--- config.mk ---
export PLATFORM = sky130hd
export DESIGN_NAME = seq_multdiv
export DESIGN_NICKNAME = d
export VERILOG_FILES = /design/src/rtl/seq_multdiv.sv
export SDC_FILE = /design/constraint.sdc
export NUM_CORES = 1
export LEC_CHECK = 0
export ABC_AREA = 1
export CAP_MARGIN = 20
export CORE_UTILIZATION = 62
export CTS_BUF_LIST = sky130_fd_sc_hd__clkbuf_8 sky130_fd_sc_hd__clkbuf_16
export DETAILED_ROUTE_END_ITERATION = 7
export HOLD_SLACK_MARGIN = 0.15
export PLACE_DENSITY = 0.89
export SYNTH_ARGS = -nofsm -noshare
export SYNTH_HDL_FRONTEND = slang
export SYNTH_SLANG_ARGS = --single-unit
--- constraint.sdc ---
create_clock -name clock -period 7.97 [get_ports clock]
set_input_delay 0.797 -clock clock [delete_from_list [all_inputs] [get_ports clock]]
set_output_delay 0.797 -clock clock [all_outputs]
set_load 0.01 [all_outputs]
--- src/rtl/seq_multdiv.sv ---
// Sequential signed multiplier/divider: radix-2 Booth multiply and restoring divide,
// one iteration per clock, fixed latency, single-cycle result pulse.
module seq_multdiv #(
  parameter int WIDTH = 32
) (
  input  logic             clock,
  input  logic             reset,
  input  logic             ctrl_MULT,
  input  logic             ctrl_DIV,
  input  logic [WIDTH-1:0] data_operandA,
  input  logic [WIDTH-1:0] data_operandB,
  output logic [WIDTH-1:0] data_result,
  output logic             data_exception,
  output logic             data_resultRDY,
  output logic             busy,
  output logic [1:0]       dbg_state_o
);

  // Handshake: ctrl_MULT/ctrl_DIV are accepted on any edge (a new request replaces
  // any op in flight); data_resultRDY is a one-cycle valid with no ready/back-pressure.

  localparam int CW = $clog2(WIDTH);

  typedef enum logic [1:0] {IDLE, MUL_RUN, DIV_RUN, DONE} state_e;

  state_e               state_q, state_d;
  logic [CW-1:0]        count_q, count_d;
  logic [WIDTH-1:0]     a_q, a_d;
  logic [2*WIDTH:0]     prod_q, prod_d;
  logic [WIDTH:0]       rem_q, rem_d;
  logic [WIDTH-1:0]     quo_q, quo_d;
  logic [WIDTH-1:0]     dvs_q, dvs_d;
  logic                 neg_q, neg_d;
  logic                 dz_q, dz_d;
  logic                 ovf_q, ovf_d;
  logic [WIDTH-1:0]     result_q, result_d;
  logic                 exc_q, exc_d;
  logic                 rdy_q, rdy_d;

  // Booth step: the accumulator gets one guard bit so that subtracting the most
  // negative multiplicand cannot wrap.
  logic [WIDTH:0]       hi_ext, a_ext, booth_sum;
  logic [2*WIDTH:0]     prod_step;
  logic [2*WIDTH-1:0]   full_prod;
  logic [WIDTH+1:0]     rs, dv;
  logic                 ge;
  logic [WIDTH-1:0]     abs_a, abs_b, quo_signed;

  always_comb begin
    hi_ext = {prod_q[2*WIDTH], prod_q[2*WIDTH:WIDTH+1]};
    a_ext  = {a_q[WIDTH-1], a_q};
    case (prod_q[1:0])
      2'b01:   booth_sum = hi_ext + a_ext;
      2'b10:   booth_sum = hi_ext - a_ext;
      default: booth_sum = hi_ext;
    endcase
    prod_step  = {booth_sum, prod_q[WIDTH:1]};
    full_prod  = prod_q[2*WIDTH:1];

    rs         = {rem_q, quo_q[WIDTH-1]};
    dv         = {2'b00, dvs_q};
    ge         = (rs >= dv);

    abs_a      = data_operandA[WIDTH-1] ? (~data_operandA + 1'b1) : data_operandA;
    abs_b      = data_operandB[WIDTH-1] ? (~data_operandB + 1'b1) : data_operandB;
    quo_signed = neg_q ? (~quo_q + 1'b1) : quo_q;
  end

  always_comb begin
    state_d  = state_q;
    count_d  = count_q;
    a_d      = a_q;
    prod_d   = prod_q;
    rem_d    = rem_q;
    quo_d    = quo_q;
    dvs_d    = dvs_q;
    neg_d    = neg_q;
    dz_d     = dz_q;
    ovf_d    = ovf_q;
    result_d = result_q;
    exc_d    = exc_q;
    rdy_d    = 1'b0;

    case (state_q)
      MUL_RUN: begin
        prod_d  = prod_step;
        count_d = count_q + CW'(1);
        if (count_q == CW'(WIDTH-1)) begin
          state_d = DONE;
          count_d = '0;
        end
      end
      DIV_RUN: begin
        rem_d   = ge ? (WIDTH+1)'(rs - dv) : (WIDTH+1)'(rs);
        quo_d   = {quo_q[WIDTH-2:0], ge};
        count_d = count_q + CW'(1);
        if (count_q == CW'(WIDTH-1)) begin
          state_d = DONE;
          count_d = '0;
        end
      end
      DONE: begin
        state_d = IDLE;
        rdy_d   = 1'b1;
        if (dz_q) begin
          result_d = '0;
          exc_d    = 1'b1;
        end else if (neg_q || quo_q != '0 || dvs_q != '0) begin
          result_d = quo_signed;
          exc_d    = ovf_q;
        end
        // A multiply leaves dvs_q cleared and dz_q low; its result overrides below.
        if (dvs_q == '0 && !dz_q) begin
          result_d = full_prod[WIDTH-1:0];
          exc_d    = (full_prod[2*WIDTH-1:WIDTH] != {WIDTH{full_prod[WIDTH-1]}});
        end
      end
      default: ;
    endcase

    // A new request always wins, including in DONE where the old RDY still fires.
    if (ctrl_MULT || ctrl_DIV) begin
      count_d = '0;
      if (ctrl_MULT) begin
        state_d = MUL_RUN;
        a_d     = data_operandA;
        prod_d  = {{WIDTH{1'b0}}, data_operandB, 1'b0};
        dvs_d   = '0;
        dz_d    = 1'b0;
        ovf_d   = 1'b0;
        neg_d   = 1'b0;
        quo_d   = '0;
        rem_d   = '0;
      end else begin
        state_d = DIV_RUN;
        rem_d   = '0;
        quo_d   = abs_a;
        dvs_d   = abs_b;
        neg_d   = data_operandA[WIDTH-1] ^ data_operandB[WIDTH-1];
        dz_d    = (data_operandB == '0);
        ovf_d   = (data_operandA == {1'b1, {(WIDTH-1){1'b0}}}) && (data_operandB == '1);
      end
    end
  end

  always_ff @(posedge clock or posedge reset) begin
    if (reset) begin
      state_q  <= IDLE;
      count_q  <= '0;
      a_q      <= '0;
      prod_q   <= '0;
      rem_q    <= '0;
      quo_q    <= '0;
      dvs_q    <= '0;
      neg_q    <= 1'b0;
      dz_q     <= 1'b0;
      ovf_q    <= 1'b0;
      result_q <= '0;
      exc_q    <= 1'b0;
      rdy_q    <= 1'b0;
    end else begin
      state_q  <= state_d;
      count_q  <= count_d;
      a_q      <= a_d;
      prod_q   <= prod_d;
      rem_q    <= rem_d;
      quo_q    <= quo_d;
      dvs_q    <= dvs_d;
      neg_q    <= neg_d;
      dz_q     <= dz_d;
      ovf_q    <= ovf_d;
      result_q <= result_d;
      exc_q    <= exc_d;
      rdy_q    <= rdy_d;
    end
  end

  assign data_result    = result_q;
  assign data_exception = exc_q;
  assign data_resultRDY = rdy_q;
  assign busy           = (state_q == MUL_RUN) || (state_q == DIV_RUN);
  assign dbg_state_o    = state_q;

endmodule

==> results of run 1 <==
-- registers in the layout (all words and copies together), names as in the netlist --
signal	flops
dz_q	1
dvs_q	32
count_q	5
quo_q	32
data_result	32
neg_q	1
rem_q	33
a_q	32
prod_q	65
ovf_q	1
dbg_state_o	2
data_resultRDY	1
data_exception	1
-- cells in the mapped netlist, types with 5 or more instances --
cell type / instances
sky130_fd_sc_hd__nand2_1: 860
sky130_fd_sc_hd__inv_1: 466
sky130_fd_sc_hd__nor2_1: 341
sky130_fd_sc_hd__dfrtp_1: 238
sky130_fd_sc_hd__nand3_1: 236
sky130_fd_sc_hd__a21oi_1: 223
sky130_fd_sc_hd__o21ai_0: 157
sky130_fd_sc_hd__clkbuf_1: 80
sky130_fd_sc_hd__ha_1: 75
sky130_fd_sc_hd__nand4_1: 60
sky130_fd_sc_hd__xor2_1: 60
sky130_fd_sc_hd__nand3b_1: 42
sky130_fd_sc_hd__nor3_1: 36
sky130_fd_sc_hd__a22oi_1: 34
sky130_fd_sc_hd__xnor2_1: 26
sky130_fd_sc_hd__nor4_1: 21
sky130_fd_sc_hd__o21ai_1: 19
sky130_fd_sc_hd__o22ai_1: 19
sky130_fd_sc_hd__nand3_2: 16
sky130_fd_sc_hd__buf_2: 11
sky130_fd_sc_hd__nand2_4: 11
sky130_fd_sc_hd__buf_1: 10
sky130_fd_sc_hd__nand2_2: 7
sky130_fd_sc_hd__nor2_2: 7
sky130_fd_sc_hd__inv_2: 6
sky130_fd_sc_hd__o32ai_1: 6
sky130_fd_sc_hd__nor3_2: 5
sky130_fd_sc_hd__o211ai_1: 5
sky130_fd_sc_hd__or2_2: 5
-- cells by family after synthesis --
logic type,share of synthesized area [%]
compound gates,13.06
xor+xnor,3.809
fa+ha+maj,4.948
buf+inv,11.20
flops,30.12
simple gates,36.87
-- worst max-delay path: cells and delay by family, from the launching register on --
kind	cells	cell delay, ps
XOR/XNOR	1	200
AO/OA/AOI/OAI	3	460
adder cells (fa/ha/maj)	2	890
flip-flops	1	410
buffers and inverters	3	590
AND/OR/NAND/NOR	8	1100
-- worst max path at each step --
| stage | from | end | depth (start not counted) | slack, ps |
|---|---|---|---|---|
| 3_3_place_gp | prod_q[0]$_DFF_PP0_ | prod_q[60]$_DFF_PP0_ | 18 | 4300 |
| 6_report | prod_q[1]$_DFF_PP0_ | prod_q[60]$_DFF_PP0_ | 17 | 4200 |
| 3_5_place_dp | prod_q[1]$_DFF_PP0_ | prod_q[60]$_DFF_PP0_ | 17 | 4250 |
| 4_1_cts | prod_q[1]$_DFF_PP0_ | prod_q[60]$_DFF_PP0_ | 17 | 4260 |
| 2_1_floorplan | reset | a_q[0]$_DFFE_PP0P_ | 1 | 640 |
| 5_1_grt | prod_q[1]$_DFF_PP0_ | prod_q[60]$_DFF_PP0_ | 16 | 3850 |
-- final cells by class --
cell class | instances | area share (%)
clock buffer | 33 | 3.548
inverter | 474 | 8.119
timing repair buffer | 119 | 5.287
tap | 402 | 2.286
clock inverter | 17 | 0.8642
sequential | 238 | 27.06
multi-input combinational | 2304 | 52.83
-- stage by stage --
stage               std cells  setup slack [ps]  power, mW  hold WS (ps)  util [%]
global placement         3537              4304      5.131         461.4     66.84
CTS                      3587              4259      6.590         505.3     69.92
finish                   3587              4199      6.685         508.6     69.92
detailed placement       3537              4253      5.199         489.7     66.84
global route             3587              3853      7.134         530.2     69.92
floorplan                3120             641.6      4.088         448.3         -
-- power groups by stage --
stage / sequential [mW] / combinational (mW) / clock [mW]
6_report: 1.80 / 3.51 / 1.38
5_1_grt: 1.82 / 3.90 / 1.42
4_1_cts: 1.78 / 3.44 / 1.37
3_5_place_dp: 1.79 / 3.41 / 0
3_3_place_gp: 1.78 / 3.35 / 0
2_1_floorplan: 1.73 / 2.36 / 0
-- per-layer routing --
layer  wire (µm)  part of all wire (%)
met5           0                     0
met4        3133                   4.6
met3        7044                    10
met2       30490                    45
met1       27220                    40
==> flow_summary.json, run 1 <==
{
  "grt_start_max_net_pins": 172,
  "unrepaired_setup_endpoints_after_global_routing": "false",
  "die_width_um": 180.6,
  "p_switching_mw": 3.182,
  "syn-mean-instance-area_um2": 6.338,
  "globalRoute.busiestLayer": "met2",
  "fin_tns_setup_ps": 0,
  "postCtsHoldBufs": 0,
  "leakagePower_nw": 11.63,
  "final-seq-area_mm2": 0.005956,
  "max-clock-path-buffers": 3,
  "dp.final_hpwl_um": 50460,
  "fp.dieH_um": 180.6,
  "initial_antenna_violation_count": 0,
  "cts_max_level": 1,
  "ys_seq_elements": 238,
  "synth_edf_count": 0,
  "vias": 21657,
  "maximum_clock_frequency_ghz": 0.2652,
  "synth_cells": 3120,
  "first_pass_iters": 6,
  "arrival_ps": 4190,
  "regToRegEndpoint": "prod_q[60]$_DFF_PP0_",
  "synthDominantCellAreaShare_pct": 30.12,
  "worstPathCellList": "ha_1 > inv_1 > o21ai_1 > o21ai_0 > xor2_1 > inv_1 > ha_1 > nand2_1 > nor2_1 > inv_1 > nor2_1 > and2_1 > nand2_1 > nand3_1 > nand3_1 > nand2_1 > a21oi_1",
  "setup.worst_path.start_class": "flop",
  "worstHoldPathType": "reg -> reg",
  "timing.max_cap.violations": 0,
  "fp-row-count": 65,
  "mostFrequentLayoutCells": "860 x sky130_fd_sc_hd__nand2_1, 469 x sky130_fd_sc_hd__inv_1, 336 x sky130_fd_sc_hd__nor2_1",
  "finalSetupViolations": 0,
  "tritoncts_num_sinks": 238,
  "timing.final.max_slew_violations": 0,
  "clk_latency_ps": 560,
  "final_hold_viol_count": 0,
  "worstRegToRegCells": 17,
  "layout.filler_cells": 2731,
  "powerDensity_mw_per_mm2": 303.8,
  "multi_input_area_mm2": 0.01163,
  "avgViaCountPerCell": 6.038,
  "worst_relative_slew_slack_pct": 34.11,
  "floorplan_core_area_mm2": 0.03147,
  "worstPathMaxFanout": 21,
  "cpMaxStageDelayCell": "sky130_fd_sc_hd__ha_1",
  "clock_power_share_pct": 20.6,
  "timing_worst_setup_path_type": "reg -> reg",
  "groute.usage.overall_pct": 41.30,
  "grt_pass1_wl_um": 108000,
  "crit_required_ps": 8390,
  "clock_slew_at_the_register_clock_pins_of_the_worst_setup_and_hold_paths_ps": 60,
  "synth-warning-count": 0,
  "final.setup_skew_ps": 11.95,
  "min_period_over_period_pct": 47.31,
  "pwr-share-comb_pct": 52.5,
  "whs_endpoint": "rem_q[6]$_DFFE_PP0P_",
  "tritoncts_clock_tree": "done",
  "timing_worst_slew_pin_value_ps": 978.1,
  "layout_min_cycle_time_ps": 3771,
  "intPower_mw": 3.503,
  "postCtsSetupBuffers": 0,
  "gp_congestion": 1.038,
  "crit_path_max_incr_delay_ps": 520,
  "yosysSeqAreaShare_pct": 30.12,
  "number_of_drc_violations_after_detailed_routing": 0,
  "leading_cell_type_in_the_layout_fill_and_taps_excluded": "sky130_fd_sc_hd__nand2_1",
  "postSynth.asyncResetShare_pct": 100.0,
  "cts_repair_resize_count": 0,
  "netlist_area_mm2": 0.01978,
  "mappedNetlistNets": 3265,
  "met2_usage_pct": 65.55,
  "layout-drive-gt1-share_pct": 4.176,
  "sequentialPowerShare_pct": 26.9,
  "post_drt_wl_per_cell_um": 18.93,
  "clockRootBuffer": "sky130_fd_sc_hd__clkbuf_16",
  "finish.instance_area_mm2": 0.02201,
  "ys_top_cells_by_area": "sky130_fd_sc_hd__dfrtp_1 30%, sky130_fd_sc_hd__nand2_1 16%, sky130_fd_sc_hd__inv_1 8.8%",
  "vdd_drop_max_v": 0.0002630,
  "grt.met1_usage_pct": 55.93,
  "start_util_pct": 62.83,
  "count_of_antenna_violating_nets_left_after_detailed_routing": 0,
  "cts_made_buffers": 28,
  "power.share.switching_pct": 47.60,
  "area_growth_pct": 11.29,
  "timing.rr.start": "prod_q[1]$_DFF_PP0_",
  "synthDistinctLibCells": 50,
  "worst_hold_startpoint": "rem_q[6]$_DFFE_PP0P_",
  "critPathCaptureType": "flop",
  "post-synth-top-area-cell": "sky130_fd_sc_hd__dfrtp_1",
  "diodes": 0,
  "grt_overflow_total": 0,
  "whs_path_depth": 2,
  "placedInstanceArea_mm2": 0.02104,
  "status": "complete, no violations",
  "routed_wl_um": 67890,
  "synth-main-ff-cell": "sky130_fd_sc_hd__dfrtp_1",
  "fp.dieArea_mm2": 0.03261,
  "met3_usage_in_global_routing_pct": 6.609,
  "buffer_ports.inserted": 104,
  "worst-r2r-setup-slack_ps": 4200,
  "first_global_vias": 20473,
  "final_nets": 3310,
  "boundary_pins": 105,
  "detail_route.iter0.violations": 2822
}
Power figures use the tool's default switching activity.
==> run 2, diff against run 1 <==
Settings changed: CORE_UTILIZATION 62 to 56, PLACE_DENSITY 0.89 to 0.85.
Clock period 7.97 ns to 3.1 ns, I/O delays scaled along.
==> run 2 against run 1 <==
- the flow now finishes with violations (negative setup slack)
- largest cell class unchanged
- non-clock buffer count is 124 higher
- cell count grew 5.0%
- critical path depth rose by 6
==> flow_summary.json, run 2 (synthesis gave the netlist of run 1 again) <==
{
  "setup.worst_path.start_class": "flop",
  "pwr-share-comb_pct": 58.8,
  "timing_worst_setup_path_type": "reg -> reg",
  "largest_reg_flops": 65,
  "mostFrequentLayoutCells": "782 x sky130_fd_sc_hd__nand2_1, 440 x sky130_fd_sc_hd__inv_1, 302 x sky130_fd_sc_hd__nor2_1",
  "powerDensity_mw_per_mm2": 846.7,
  "number_of_drc_violations_after_detailed_routing": 0,
  "fp.dieArea_mm2": 0.03607,
  "finalSetupViolations": 16,
  "cts_max_level": 1,
  "met2_usage_pct": 62.76,
  "first_global_vias": 20693,
  "routed_wl_um": 71310,
  "fp-row-count": 68,
  "avgViaCountPerCell": 5.954,
  "final.setup_skew_ps": 17.71,
  "area_growth_pct": 22.83,
  "maximum_clock_frequency_ghz": 0.3080,
  "initial_antenna_violation_count": 3,
  "min_period_over_period_pct": 104.7,
  "dp.final_hpwl_um": 51760,
  "count_of_antenna_violating_nets_left_after_detailed_routing": 0,
  "intPower_mw": 10.77,
  "biggestRegsByFlops": "prod_q x65, rem_q x33",
  "sequentialPowerShare_pct": 22.7,
  "timing.final.max_slew_violations": 0,
  "arrival_ps": 3690,
  "tritoncts_num_sinks": 238,
  "finish.instance_area_mm2": 0.02429,
  "clock_slew_at_the_register_clock_pins_of_the_worst_setup_and_hold_paths_ps": 60,
  "globalRoute.busiestLayer": "met2",
  "gp_congestion": 1.047,
  "grt.met1_usage_pct": 49.06,
  "clk_latency_ps": 590,
  "fp.dieH_um": 189.9,
  "final_nets": 3434,
  "worstHoldPathType": "in -> async",
  "status": "finished, violations left",
  "top_register_by_number_of_flip_flops": "prod_q",
  "detail_route.iter0.violations": 2346,
  "hold_worst_slack_ps": 231.5,
  "post_drt_wl_per_cell_um": 18.92,
  "clockRootBuffer": "sky130_fd_sc_hd__clkbuf_16",
  "crit_required_ps": 3540,
  "violations": "negative setup slack",
  "timing.final.ws_setup_ps": -146.9,
  "start_util_pct": 57.11,
  "layout-drive-gt1-share_pct": 14.80,
  "buffer_ports.inserted": 104,
  "unrepaired_setup_endpoints_after_global_routing": "true",
  "critPathCaptureType": "flop",
  "first_pass_iters": 6,
  "p_switching_mw": 9.797,
  "grt_start_max_net_pins": 117,
  "final_hold_viol_count": 0,
  "floorplan_core_area_mm2": 0.03463,
  "grt_pass1_wl_um": 108500,
  "design_power_total_mw": 20.57,
  "die_width_um": 189.9,
  "cts_made_buffers": 28,
  "leading_cell_type_in_the_layout_fill_and_taps_excluded": "sky130_fd_sc_hd__nand2_1",
  "met3_usage_in_global_routing_pct": 4.852,
  "timing_worst_slew_pin_value_ps": 954.6,
  "leakagePower_nw": 12.50,
  "vdd_drop_max_v": 0.0008742,
  "vias": 22435,
  "grt_overflow_total": 0,
  "layout_min_cycle_time_ps": 3247,
  "tritoncts_clock_tree": "done",
  "worst_relative_slew_slack_pct": 36.29,
  "worstPathMaxFanout": 4,
  "power.share.switching_pct": 47.63,
  "boundary_pins": 105,
  "placedInstanceArea_mm2": 0.02189,
  "groute.usage.overall_pct": 37.83,
  "max-clock-path-buffers": 3,
  "clock_power_share_pct": 18.4,
  "timing.max_cap.violations": 0
}
==> run 2: cell count changes in the layout (fill, tap and decap cells not counted), sizes merged <==
cell,before,now
buf,16,139
bufinv,4,7
clkbuf,33,30
clkinv,7,13
clkinvlp,3,1
diode,0,3
dlygate4sd3,0,1
inv,477,474
==> run 2: path summary, 6_finish.rpt <==
kind                                         from                endpoint  slack [ps]  cells past startpoint
setup / recovery               a_q[1]$_DFFE_PP0P_    prod_q[61]$_DFF_PP0_        -150                     23
hold / removal                              reset   rem_q[31]$_DFFE_PP0P_         230                      2
setup reg to reg               a_q[1]$_DFFE_PP0P_    prod_q[61]$_DFF_PP0_        -150                     23
hold reg to reg            count_q[4]$_DFFE_PP0P_  count_q[4]$_DFFE_PP0P_         480                      2
max in group asynchronous                   reset  count_q[2]$_DFFE_PP0P_        2150                      3
min in group clock              data_operandA[21]     a_q[21]$_DFFE_PP0P_         370                      3
==> run 2: critical path, cell delays in order, from the launching register on <==
cell	delay [ps]
sky130_fd_sc_hd__dfrtp_1	400
sky130_fd_sc_hd__inv_2	110
sky130_fd_sc_hd__ha_4	160
sky130_fd_sc_hd__nand2_4	60
sky130_fd_sc_hd__nor2_4	120
sky130_fd_sc_hd__nand2_2	80
sky130_fd_sc_hd__nor3_4	200
sky130_fd_sc_hd__buf_6	150
sky130_fd_sc_hd__inv_4	30
sky130_fd_sc_hd__o21ai_2	110
sky130_fd_sc_hd__xor2_1	240
sky130_fd_sc_hd__ha_2	360
sky130_fd_sc_hd__nand2_2	120
sky130_fd_sc_hd__inv_1	60
sky130_fd_sc_hd__nand2_1	70
sky130_fd_sc_hd__nand2_1	80
sky130_fd_sc_hd__nand2_1	70
sky130_fd_sc_hd__nand2_1	100
sky130_fd_sc_hd__a21oi_2	180
sky130_fd_sc_hd__nand2_1	70
sky130_fd_sc_hd__nand2_1	90
sky130_fd_sc_hd__nand3_2	70
sky130_fd_sc_hd__nand2_1	100
sky130_fd_sc_hd__a21oi_1	70
==> run 2: cell type report <==
| cell class | count | area [µm²] |
|---|---|---|
| multi-input cells | 2304 | 12680 |
| diodes | 3 | 7.507 |
| clock inverters | 21 | 316.6 |
| repair buffers | 243 | 2238 |
| flip-flops and latches | 238 | 5959 |
| fillers | 2806 | 10340 |
| clock buffers | 30 | 728.2 |
| inverters | 474 | 1788 |
| well taps | 455 | 569.3 |
==> run 2: through the flow <==
stage	std cells	TNS, ps	worst slack, ps	util (%)
final	3768	-1075	-146.9	70.15
after global routing	3768	-4506	-334.0	70.15
after CTS	3746	0	4.152	67.25
after detailed placement	3685	-3757	-317.3	63.23
after global placement	3684	-1836	-276.9	63.18
after floorplan	3120	-78500	-329.9	-
==> run 2: what timing repair did <==
item / CTS / global route
hold buffers: 1 / 0
buffers inserted: 9 / 20
endpoints found under the hold margin: 1 / 0
gates cloned: 0 / 0
pin swaps: 26 / 102
resized for setup: 70 / 229
endpoints found under the setup margin: 23 / 24
==> run 2: per-layer routing <==
metal	routed length [µm]	up-vias
li1	-	10391
met2	33210	1295
met4	3751	0
met3	6501	273
met1	27840	10476
met5	0	-
==> run 2: power groups by stage <==
stage	Sequential [mW]	Clock, mW	Combinational, mW
after floorplan	4.44	0	6.07
after global placement	4.59	0	9.47
after detailed placement	4.60	0	9.65
after CTS	4.58	3.80	10.1
after global routing	4.71	3.90	13.0
final	4.67	3.79	12.1
